===== src/rtl/uart_tx_feeder_pkg.sv =====
// Shared types and constants for the UART TX feeder: FSM state encoding,
// default timing parameters and the width of the shared timeout/gap timer.
package uart_tx_feeder_pkg;

    localparam int TMR_W           = 8;
    localparam int GAP_CYCLES_DEF  = 2;
    localparam int ACK_TIMEOUT_DEF = 4;

    typedef enum logic [2:0] {
        IDLE      = 3'd0,
        FETCH     = 3'd1,
        PRESENT   = 3'd2,
        WAIT_ACK  = 3'd3,
        WAIT_DONE = 3'd4,
        GAP       = 3'd5
    } feeder_state_e;

endpackage


===== src/rtl/uart_tx_feeder_timer.sv =====
// Loadable down-counter shared by the acknowledge timeout and the inter-frame gap.
// Saturates at zero so a stray decrement can never wrap it back to full scale.
module uart_tx_feeder_timer
    import uart_tx_feeder_pkg::*;
(
    input  logic             clk,
    input  logic             rst_n,
    input  logic             load,
    input  logic [TMR_W-1:0] load_value,
    input  logic             dec,
    output logic [TMR_W-1:0] value,
    output logic             zero
);

    // NOTE: state registers use non-blocking assignments so every flop samples
    // the pre-edge values of its inputs, independent of block evaluation order.
    always_ff @(posedge clk) begin
        if (!rst_n) begin
            value <= '0;
        end else if (load) begin
            value <= load_value;
        end else if (dec && (value != '0)) begin
            value <= value - TMR_W'(1);
        end
    end

    assign zero = (value == '0);

endmodule


===== src/rtl/uart_tx_feeder.sv =====
// Pops bytes from the TX FIFO read side and hands them to the UART TX FSM,
// tracking BUSY for acceptance, re-pulsing on timeout and enforcing an inter-frame gap.
module uart_tx_feeder
    import uart_tx_feeder_pkg::*;
#(
    parameter int DATA_WIDTH  = 8,
    parameter int GAP_CYCLES  = GAP_CYCLES_DEF,
    parameter int ACK_TIMEOUT = ACK_TIMEOUT_DEF
) (
    input  logic                  CLK,
    input  logic                  RST,
    input  logic                  FIFO_EMPTY,
    input  logic [DATA_WIDTH-1:0] RD_DATA,
    input  logic                  BUSY,
    output logic                  RD_INC,
    output logic [DATA_WIDTH-1:0] TX_P_DATA,
    output logic                  TX_DATA_VALID,
    output logic [7:0]            FRAMES_SENT,
    output logic                  RETRY_SEEN
);

    localparam logic [TMR_W-1:0] ACK_LOAD = TMR_W'(ACK_TIMEOUT);
    localparam logic [TMR_W-1:0] GAP_LOAD = TMR_W'(GAP_CYCLES);

    feeder_state_e    state;
    feeder_state_e    state_next;
    logic             tmr_load;
    logic [TMR_W-1:0] tmr_load_value;
    logic             tmr_dec;
    logic [TMR_W-1:0] tmr_value;
    logic             tmr_zero;
    logic             ack_timeout;
    logic             frame_done;
    logic             gap_done;

    uart_tx_feeder_timer u_timer (
        .clk        (CLK),
        .rst_n      (RST),
        .load       (tmr_load),
        .load_value (tmr_load_value),
        .dec        (tmr_dec),
        .value      (tmr_value),
        .zero       (tmr_zero)
    );

    // Acknowledge has priority: BUSY high in the expiry cycle is not a timeout.
    assign ack_timeout = (state == WAIT_ACK) && !BUSY && tmr_zero;
    assign frame_done  = (state == WAIT_DONE) && !BUSY;
    assign gap_done    = (tmr_value == '0);

    always_ff @(posedge CLK) begin
        if (!RST) begin
            state <= IDLE;
        end else begin
            state <= state_next;
        end
    end

    // NOTE: every combinational output gets a default before the case so no
    // path leaves it unassigned, which would otherwise infer a latch.
    always_comb begin
        state_next = state;
        unique case (state)
            IDLE:      if (!FIFO_EMPTY) state_next = FETCH;
            FETCH:     state_next = PRESENT;
            PRESENT:   state_next = WAIT_ACK;
            WAIT_ACK: begin
                if (BUSY) begin
                    state_next = WAIT_DONE;
                end else if (tmr_zero) begin
                    state_next = PRESENT;
                end
            end
            WAIT_DONE: if (!BUSY) state_next = GAP;
            GAP:       if (gap_done) state_next = IDLE;
            default:   state_next = IDLE;
        endcase
    end

    always_comb begin
        RD_INC         = 1'b0;
        TX_DATA_VALID  = 1'b0;
        tmr_load       = 1'b0;
        tmr_load_value = '0;
        tmr_dec        = 1'b0;
        unique case (state)
            FETCH: RD_INC = 1'b1;
            PRESENT: begin
                TX_DATA_VALID  = 1'b1;
                tmr_load       = 1'b1;
                tmr_load_value = ACK_LOAD;
            end
            WAIT_ACK: tmr_dec = !BUSY && !tmr_zero;
            WAIT_DONE: begin
                if (!BUSY) begin
                    tmr_load       = 1'b1;
                    tmr_load_value = GAP_LOAD;
                end
            end
            GAP:     tmr_dec = !gap_done;
            default: ;
        endcase
    end

    // The byte register is cleared on reset so a popped-but-unsent byte is dropped.
    always_ff @(posedge CLK) begin
        if (!RST) begin
            TX_P_DATA   <= '0;
            FRAMES_SENT <= '0;
            RETRY_SEEN  <= 1'b0;
        end else begin
            if (state == FETCH) begin
                TX_P_DATA <= RD_DATA;
            end
            if (frame_done) begin
                FRAMES_SENT <= FRAMES_SENT + 8'd1;
            end
            if (ack_timeout) begin
                RETRY_SEEN <= 1'b1;
            end
        end
    end

endmodule

===== config.mk =====
export PLATFORM = sky130hd
export DESIGN_NAME = uart_tx_feeder
export DESIGN_NICKNAME = d
export VERILOG_FILES = /design/src/rtl/uart_tx_feeder_pkg.sv /design/src/rtl/uart_tx_feeder_timer.sv /design/src/rtl/uart_tx_feeder.sv
export SDC_FILE = /design/constraint.sdc
export NUM_CORES = 1
export LEC_CHECK = 0
export BUFFER_PORTS_ARGS = -buffer_cell sky130_fd_sc_hd__buf_4
export CAP_MARGIN = 20
export CELL_PAD_IN_SITES_DETAIL_PLACEMENT = 1
export CELL_PAD_IN_SITES_GLOBAL_PLACEMENT = 2
export CORE_UTILIZATION = 33
export DETAILED_ROUTE_END_ITERATION = 10
export GPL_TIMING_DRIVEN = 0
export PLACE_DENSITY = 0.83
export SLEW_MARGIN = 15
export SYNTH_ARGS = -nofsm -noshare
export SYNTH_HDL_FRONTEND = slang
export SYNTH_SLANG_ARGS = --single-unit

===== constraint.sdc =====
create_clock -name CLK -period 2.15 [get_ports CLK]
set_clock_uncertainty 0.2 [all_clocks]
set_input_delay 0.43 -clock CLK [delete_from_list [all_inputs] [get_ports CLK]]
set_output_delay 0.43 -clock CLK [all_outputs]
set_load 0.01 [all_outputs]

Word-level counts from Yosys, hierarchy flattened
Index checks and enable logic that the tools add are counted.
{"block": "word_totals", "wordCells": 43, "input_bits": 12, "output_inout_bits": 19, "register_bits": 28}
{"block": "op_classes", "n_reduce_logical": 12, "addsub": 2, "eq_ne": 9, "muxes": 15}
{"cell": "$pmux W3 S6", "count": 1}
{"cell": "$mux W8", "count": 2}
{"cell": "$mux W3", "count": 5}
{"cell": "$add A8 B1 Y8 const B", "count": 1}
{"cell": "$logic_not A8 Y1", "count": 1}
{"cell": "$reduce_bool A8 Y1", "count": 1}
{"cell": "$sub A8 B1 Y8 const B", "count": 1}
{"cell": "$eq A3 B2 Y1 const B", "count": 2}
{"cell": "$eq A3 B3 Y1 const B", "count": 2}
{"cell": "$ne A2 B2 Y1 const B", "count": 3}
{"cell": "$pmux W3 S2", "count": 1}
{"cell": "$logic_and A1 B1 Y1", "count": 5}
{"cell": "$pmux W1 S2", "count": 2}
{"cell": "$reduce_and A4 Y1", "count": 1}
{"cell": "$eq A3 B1 Y1 const B", "count": 1}
{"cell": "$logic_not A3 Y1", "count": 1}
{"cell": "$mux W1", "count": 3}
{"cell": "$ne A3 B3 Y1 const B", "count": 1}
{"cell": "$logic_not A1 Y1", "count": 2}
{"cell": "$mux W2", "count": 1}
{"cell": "$reduce_bool A2 Y1", "count": 1}

Depth between registers and ports, before layout
Gate-level depths: netlist of run 1.
{"block": "logic_depth", "word_depth": 7, "depth_mapped": 6, "ltp_nobuf": 6}

Cells and area by module
A second synthesis of run 1 with hierarchy kept.
{"block": "unflattened", "cells_unflattened": 160, "hier_area_um2": 1417.6}
{"mod": "uart_tx_feeder", "seq_area_each_um2": 400.4, "cells_each": 102, "area_each_um2": 909.6, "instances": 1}
{"mod": "uart_tx_feeder_timer", "seq_area_each_um2": 160.2, "cells_each": 58, "area_each_um2": 508.0, "instances": 1}

Worst setup path after synthesis of run 1
Ideal clock, no wire load.
{"block": "synth_timing", "path_kind": "input -> register", "startpoint": "in BUSY", "endpoint": "reg FRAMES_SENT[3]", "setup_slack_ns": 0.366, "stages": 4, "n_path_buf": 1, "arrival_ns": 1.514, "t_required_ns": 1.880, "path_cell_list": "or4b_1 buf_4 or3_1 a21boi_1"}
{"block": "synth_via", "elab_chain_len": 2}
{"element": "start, declared", "line": "uart_tx_feeder.sv:14", "source": "input logic BUSY,"}
{"element": "$logic_not A1 Y1"}
{"element": "$logic_and A1 B1 Y1", "line": "uart_tx_feeder.sv:48", "source": "assign frame_done = (state == WAIT_DONE) && !BUSY;"}
{"element": "end signal, assigned", "line": "uart_tx_feeder.sv:116", "source": "FRAMES_SENT <= FRAMES_SENT + 8'd1;"}
{"element": "end, declared", "line": "uart_tx_feeder.sv:18", "source": "output logic [7:0] FRAMES_SENT,"}
Every way passes these cells.
A chain may end at the register's enable or synchronous reset.

Worst setup path in the final report of run 1
{"block": "layout_timing", "startpoint": "reg state[1]", "endpoint": "out TX_DATA_VALID"}
{"block": "layout_via", "elab_chain_len": 2}
{"element": "start, declared", "line": "uart_tx_feeder.sv:25", "source": "feeder_state_e state;"}
{"element": "start signal, assigned", "line": "uart_tx_feeder.sv:55", "source": "state <= state_next;"}
{"element": "$eq A3 B2 Y1", "line": "uart_tx_feeder.sv:86", "source": "unique case (state)"}
{"element": "$mux W1", "line": "uart_tx_feeder.sv:86"}
{"element": "end, declared", "line": "uart_tx_feeder.sv:17", "source": "output logic TX_DATA_VALID,"}
Every way passes these cells.

==> results of run 1 <==
where the power goes:
| part | total (mW) | internal [mW] | switching, mW |
|---|---|---|---|
| clock network | 0.416 | 0.249 | 0.167 |
| logic | 0.301 | 0.143 | 0.157 |
| registers | 0.577 | 0.548 | 0.0288 |
worst min path at each step:
stage	to	slack, ns	cells after the start
after global placement	RETRY_SEEN$_SDFFE_PN0P_	0.26	1
after floorplan	u_timer.value[6]$_SDFFE_PN0P_	0.25	2
after CTS	TX_P_DATA[5]$_SDFFE_PN0P_	0.20	3
after global routing	TX_P_DATA[7]$_SDFFE_PN0P_	0.20	3
after detailed placement	RETRY_SEEN$_SDFFE_PN0P_	0.26	1
final	TX_P_DATA[7]$_SDFFE_PN0P_	0.21	3
repair_timing:
item | 4_1_cts | 5_1_grt
buffers inserted | 0 | 2
pin swaps | 0 | 1
resized for setup | 1 | 0
setup endpoints to repair | 1 | 3
flip-flops by register name, indices dropped and copies added (netlist names):
signal and cells:
RETRY_SEEN 1, u_timer.value 8, FRAMES_SENT 8, TX_P_DATA 8, state 3
routing by layer:
layer  vias to the layer above  GRT usage, %
li1                        616             -
met1                       586          20.9
met2                        24          26.4
met3                         4          2.47
met4                         0          5.44
met5                         -             0
area by class of cell:
cell class                      count  area, µm²
Sequential cell                    28        561
Tap cell                           52       65.1
Multi-Input combinational cell    113        880
Buffer                              8       48.8
Timing Repair Buffer               31        233
Inverter                            2       7.51
Clock inverter                      1       30.0
Clock buffer                        3       41.3
Fill cell                         488       2490
cell families (layout without fill, tap and decap cells):
group	after synthesis	in the layout	share of synthesized area, %
AOI/OAI and AO/OA	31	31	15.5
and+or+nand+nor	64	64	31.0
xor gates and xnor gates	6	6	3.52
DFF	28	28	37.6
adders and majority gates	3	3	2.52
buffers and inverters	10	45	3.77
muxes	9	9	6.04
stage by stage:
step	instances	util (%)	cell area (µm²)
2_1_floorplan	151	-	1490
3_3_place_gp	232	40.7	1770
3_5_place_dp	232	40.7	1770
4_1_cts	236	42.5	1850
5_1_grt	238	42.8	1870
6_report	238	42.8	1870
cells in the final DEF, fill, tap and decap left out, types with 3 or more instances in the layout:
| master | netlist | routed |
|---|---|---|
| nor2_1 | 3 | 3 |
| nor2b_1 | 10 | 10 |
| buf_2 | 3 | 3 |
| a21oi_1 | 4 | 4 |
| o21ai_0 | 6 | 6 |
| mux2i_1 | 9 | 9 |
| or3_1 | 3 | 3 |
| xnor2_1 | 4 | 4 |
| clkbuf_8 | 0 | 3 |
| nand2b_1 | 4 | 4 |
| a21boi_0 | 3 | 3 |
| nand4_1 | 3 | 3 |
| ha_1 | 3 | 3 |
| buf_4 | 2 | 33 |
| a2111o_1 | 3 | 3 |
| dfxtp_1 | 28 | 28 |
| nand2_1 | 8 | 8 |
| nand3_1 | 4 | 4 |
| and2_1 | 6 | 6 |
critical path, delay by kind of cell, from the launching register on:
kind	cells	cell delay, ns
buf+inv	2	0.36
simple gates	1	0.31
flops	1	0.45
==> reports/results.ini, run 1 <==
[detailed_routing]
antenna_violating_nets_post_route = 0
met1Wirelength_um = 1700
remaining_drc_errors = 0
route.detailed.wl_per_inst_um = 15.2
vias = 1230
drt_first_iter_violations = 42
route.met3.wl_um = 110
wirelength_um = 3620
drtPass1Iterations = 4
maxUsedRoutingLayer = met4
route.met2.wl_um = 1780
viasPerCell = 5.17

[sta]
final_critical_path_share_of_the_clock_period_pct = 95.0
fin_tns_setup_ns = 0
holdWs_ns = 0.205
tightest_slew_ns = 0.396
fmaxAchievable_mhz = 490
drv_slew = 0
finalWorstPathRequiredPeriod_ns = 2.04
setup_viol_count_final = 0
unrepaired_setup_endpoints_after_global_routing = false
max-slew-margin-rel_pct = 73.4
timing_hold_violations_final = 0
finalWorstSetupSlack_ns = 0.108

[critical_path]
timing.critical_path.arrival_ns = 1.41
r2r_setup_slack_ns = 0.19
timing.critical_path.fanout_max = 10
crit_path_end = TX_DATA_VALID
timing.setup.critical_path_class = register to primary output
worst_setup_path_startpoint = state[1]$_SDFFE_PN0P_
crit_path_start_kind = register
worst_setup_path_end_kind = primary output
path_cells = buf_6, nor3b_4, buf_4
worst_path_max_delay_cell = dfxtp_1
critical_path.reg2reg.startpoint = state[1]$_SDFFE_PN0P_
slowest_delay_ns = 0.45
r2r.worst_path.cells = 6
critical_path_required_ns = 1.52
r2r_end = u_timer.value[6]$_SDFFE_PN0P_

[cts]
cts_made_buffers = 3
clk-insertion-delay-late_ns = 0.28
clkTransAtPathRegs_ns = 0.10
cts_max_path_buffers = 2
ctsRootBufferMaster = clkbuf_8
ctsHtreeMaxLevel = 1
tritoncts = done
clock_tree_sinks = 28
cts_hold_buffers = 0

[logic_synthesis]
count_of_synthesis_stage_warnings_from_yosys = 0
yosys.cell_types.count = 54
synthesized_net_count = 166
postSynthCellCount = 151
async_reset_ff_share_pct = 0
post_syn_area_per_cell_um2 = 9.88
dominantRegCellSynth = dfxtp_1
synth_common_cells = dfxtp_1, nor2b_1, mux2i_1
netlist_top_cells_area = dfxtp_1, mux2i_1, nor2b_1, and2_1, ha_1
synth-edff-count = 0
synth-seq-cells = 28
synthDominantCellAreaShare_pct = 37.6
synth.largest_area_cell = dfxtp_1
yosysSeqAreaShare_pct = 37.6
syn-cell-area_um2 = 1490
post-synth-top-count-cell = dfxtp_1

[global_routing]
first_global_vias = 1232
grt_remaining_overflow = 0
first_pass_grt_wire_length_um = 6130
grt_antenna_before_repair = 0
largest_net_degree_at_the_start_of_global_routing = 17
groute.usage.overall_pct = 15.9

[power]
leakagePower_nw = 0.738
largest_voltage_drop_on_the_vdd_net_uv = 368
design_power_total_mw = 1.29
power_density_nw_per_um2 = 694

[floorplanning]
fp.dieW_um = 69.2
start_util_pct = 34.3
fp-row-count = 24
dieHeight_um = 69.2
ios = 31
floorplan.die_area_um2 = 4790
placeableCoreArea_um2 = 4350

[cells_and_area]
finish.net_count = 202
ratio_of_cells_with_drive_above_1_in_the_final_layout_pct = 29.0
antenna-diode-count = 0
syn_to_final_growth_pct = 25.1

[placement]
place_congestion = 0.786
pre_cts_ws_ns = 0.113
port_buffers = 29
detailed_place_hpwl_um = 2610

[min_path]
hold_path.startpoint = RD_DATA[7]
hold_class = primary input to register

[job]
maxCapViolCount = 0

[outcome]
run_status = completed

Note: power is estimated with default switching activity, not from simulation.
==> inputs of run 2 (changes only) <==
--- a/config.mk
+++ b/config.mk
@@ -5,7 +5,7 @@
 export SDC_FILE = /design/constraint.sdc
 export NUM_CORES = 1
 export LEC_CHECK = 0
-export BUFFER_PORTS_ARGS = -buffer_cell sky130_fd_sc_hd__buf_4
+export BUFFER_PORTS_ARGS = -buffer_cell sky130_fd_sc_hd__buf_2
 export CAP_MARGIN = 20
 export CELL_PAD_IN_SITES_DETAIL_PLACEMENT = 1
 export CELL_PAD_IN_SITES_GLOBAL_PLACEMENT = 2
==> reports/results.ini, run 2 (synthesis results as in run 1) <==
[critical_path]
timing.critical_path.arrival_ns = 1.39  ; was 1.41 ns
cpLargestDelayFamily = flip-flops  ; unchanged
worst_setup_path_startpoint = state[1]$_SDFFE_PN0P_  ; unchanged
critical_path_required_ns = 1.52  ; about the same
worst_path_max_delay_cell = dfxtp_1  ; unchanged
path_cells = buf_6, nor3b_4, buf_2  ; was buf_6, nor3b_4, buf_4
crit_path_start_kind = register  ; unchanged
worst_setup_path_end_kind = primary output  ; unchanged
timing.setup.critical_path_class = register to primary output  ; unchanged
path_buf_inv = 2  ; unchanged
timing.critical_path.fanout_max = 10  ; unchanged
slowest_delay_ns = 0.45  ; about the same
critical_path.reg2reg.startpoint = state[2]$_SDFFE_PN0P_  ; was state[1]$_SDFFE_PN0P_

[sta]
final_critical_path_share_of_the_clock_period_pct = 93.8  ; was 95.0%
timing_hold_violations_final = 0  ; unchanged
setup_viol_count_final = 0  ; unchanged
holdWs_ns = 0.210  ; was 0.205 ns
fmaxAchievable_mhz = 496  ; was 490 MHz
finalWorstPathRequiredPeriod_ns = 2.02  ; was 2.04 ns
max-slew-margin-rel_pct = 73.7  ; was 73.4%
unrepaired_setup_endpoints_after_global_routing = false  ; unchanged
drv_slew = 0  ; unchanged
tightest_slew_ns = 0.391  ; was 0.396 ns
fin_tns_setup_ns = 0  ; unchanged

[floorplanning]
ios = 31  ; unchanged
fp.dieW_um = 69.2  ; unchanged
start_util_pct = 34.3  ; unchanged
dieHeight_um = 69.2  ; unchanged
fp-row-count = 24  ; unchanged
placeableCoreArea_um2 = 4350  ; unchanged
floorplan.die_area_um2 = 4790  ; unchanged

[detailed_routing]
wirelength_um = 3500  ; was 3620 µm
maxUsedRoutingLayer = met4  ; unchanged
route.detailed.wl_per_inst_um = 14.6  ; was 15.2 µm
met1Wirelength_um = 1600  ; was 1700 µm
drtPass1Iterations = 2  ; was 4
route.met3.wl_um = 111  ; was 110 µm
route.met2.wl_um = 1760  ; was 1780 µm
antenna_violating_nets_post_route = 0  ; unchanged
vias = 1249  ; was 1,230
drt_first_iter_violations = 27  ; was 42
remaining_drc_errors = 0  ; unchanged
viasPerCell = 5.23  ; was 5.17

[cells_and_area]
finish.net_count = 203  ; was 202
reg_top3 = FRAMES_SENT (8), TX_P_DATA (8), u_timer.value (8)  ; unchanged
mostFrequentLayoutCell = buf_2  ; was buf_4
ratio_of_cells_with_drive_above_1_in_the_final_layout_pct = 29.4  ; was 29.0%
antenna-diode-count = 0  ; unchanged
syn_to_final_growth_pct = 20.7  ; was 25.1%
post_layout_nonfiller_instances = 239  ; was 238
top_library_cells_by_usage_in_the_layout_fill_and_taps_aside = buf_2, dfxtp_1, nor2b_1  ; was buf_4, dfxtp_1, nor2b_1

[cts]
ctsRootBufferMaster = clkbuf_8  ; unchanged
clock_tree_sinks = 28  ; unchanged
ctsHtreeMaxLevel = 1  ; unchanged
clkTransAtPathRegs_ns = 0.10  ; about the same
tritoncts = done  ; unchanged
cts_made_buffers = 3  ; unchanged
cts_hold_buffers = 0  ; unchanged
clk-insertion-delay-late_ns = 0.27  ; was 0.28 ns
cts_max_path_buffers = 2  ; unchanged

[job]
maxCapViolCount = 0  ; unchanged

[min_path]
hold_class = primary input to register  ; unchanged
hold_path.startpoint = RD_DATA[6]  ; was RD_DATA[7]

[global_routing]
largest_net_degree_at_the_start_of_global_routing = 17  ; unchanged
first_pass_grt_wire_length_um = 5980  ; was 6130 µm
grt_remaining_overflow = 0  ; unchanged
grt_antenna_before_repair = 0  ; unchanged
groute.usage.overall_pct = 15.1  ; was 15.9%
first_global_vias = 1221  ; was 1,232

[placement]
dpl.cell_count = 232  ; unchanged
port_buffers = 29  ; unchanged
detailed_place_hpwl_um = 2550  ; was 2610 µm
place_congestion = 0.800  ; was 0.786

[outcome]
run_status = completed  ; unchanged

[power]
largest_voltage_drop_on_the_vdd_net_uv = 289  ; was 368 µV
power_density_nw_per_um2 = 717  ; was 694 nW/µm²
leakagePower_nw = 0.735  ; was 0.738 nW
design_power_total_mw = 1.29  ; about the same

[run 2: changes by cell type in the layout (fill, tap and decap cells not counted), sizes merged]
| cell | change |
|---|---|
| buf | +1 |
[run 2: final cells by class]
type | count | area, µm²
Buffer | 8 | 48.8
Clock buffer | 3 | 41.3
Clock inverter | 1 | 30.0
Fill cell | 520 | 2550
Inverter | 2 | 7.51
Multi-Input combinational cell | 113 | 880
Sequential cell | 28 | 561
Tap cell | 52 | 65.1
Timing Repair Buffer | 32 | 168
[run 2: path summary, 6_finish.rpt]
check / cells past startpoint / to / slack [ns]
worst min-delay path: 3 / TX_P_DATA[6]$_SDFFE_PN0P_ / 0.21
worst max-delay path: 3 / TX_DATA_VALID / 0.13
worst max register to register: 6 / u_timer.value[6]$_SDFFE_PN0P_ / 0.19
worst min register to register: 1 / RETRY_SEEN$_SDFFE_PN0P_ / 0.27
[run 2: through the flow]
step | util, % | worst slack, ns | area [µm²]
6_report | 41.4 | 0.133 | 1800
5_1_grt | 41.4 | 0.0382 | 1800
4_1_cts | 40.8 | 0.0372 | 1780
3_5_place_dp | 39.1 | 0.0914 | 1700
3_3_place_gp | 39.1 | 0.113 | 1700
2_1_floorplan | - | 0.366 | 1490
[run 2: worst min-delay path, delay by kind of cell]
family                 cells  cell delay, ns
and+or+nand+nor            1            0.10
buffers and inverters      1            0.07
muxes                      1            0.05
[run 2: power by group]
part / internal (mW) / switching [mW] / total (mW)
Sequential: 0.548 / 0.0272 / 0.576
Combinational: 0.135 / 0.160 / 0.295
Clock: 0.249 / 0.172 / 0.421
Total: 0.933 / 0.359 / 1.29
[run 2: what timing repair did]
| item | CTS | global route |
|---|---|---|
| pin swaps | 0 | 1 |
| setup endpoints to repair | 1 | 1 |
| gates resized for setup | 1 | 0 |
| setup buffers | 0 | 3 |
| hold endpoints to repair | 0 | 0 |
[run 2: routing by layer]
metal | vias to the layer above | GRT usage, %
met5 | - | 0
met4 | 0 | 3.40
met3 | 4 | 2.62
met2 | 22 | 25.5
met1 | 601 | 20.0
li1 | 622 | -
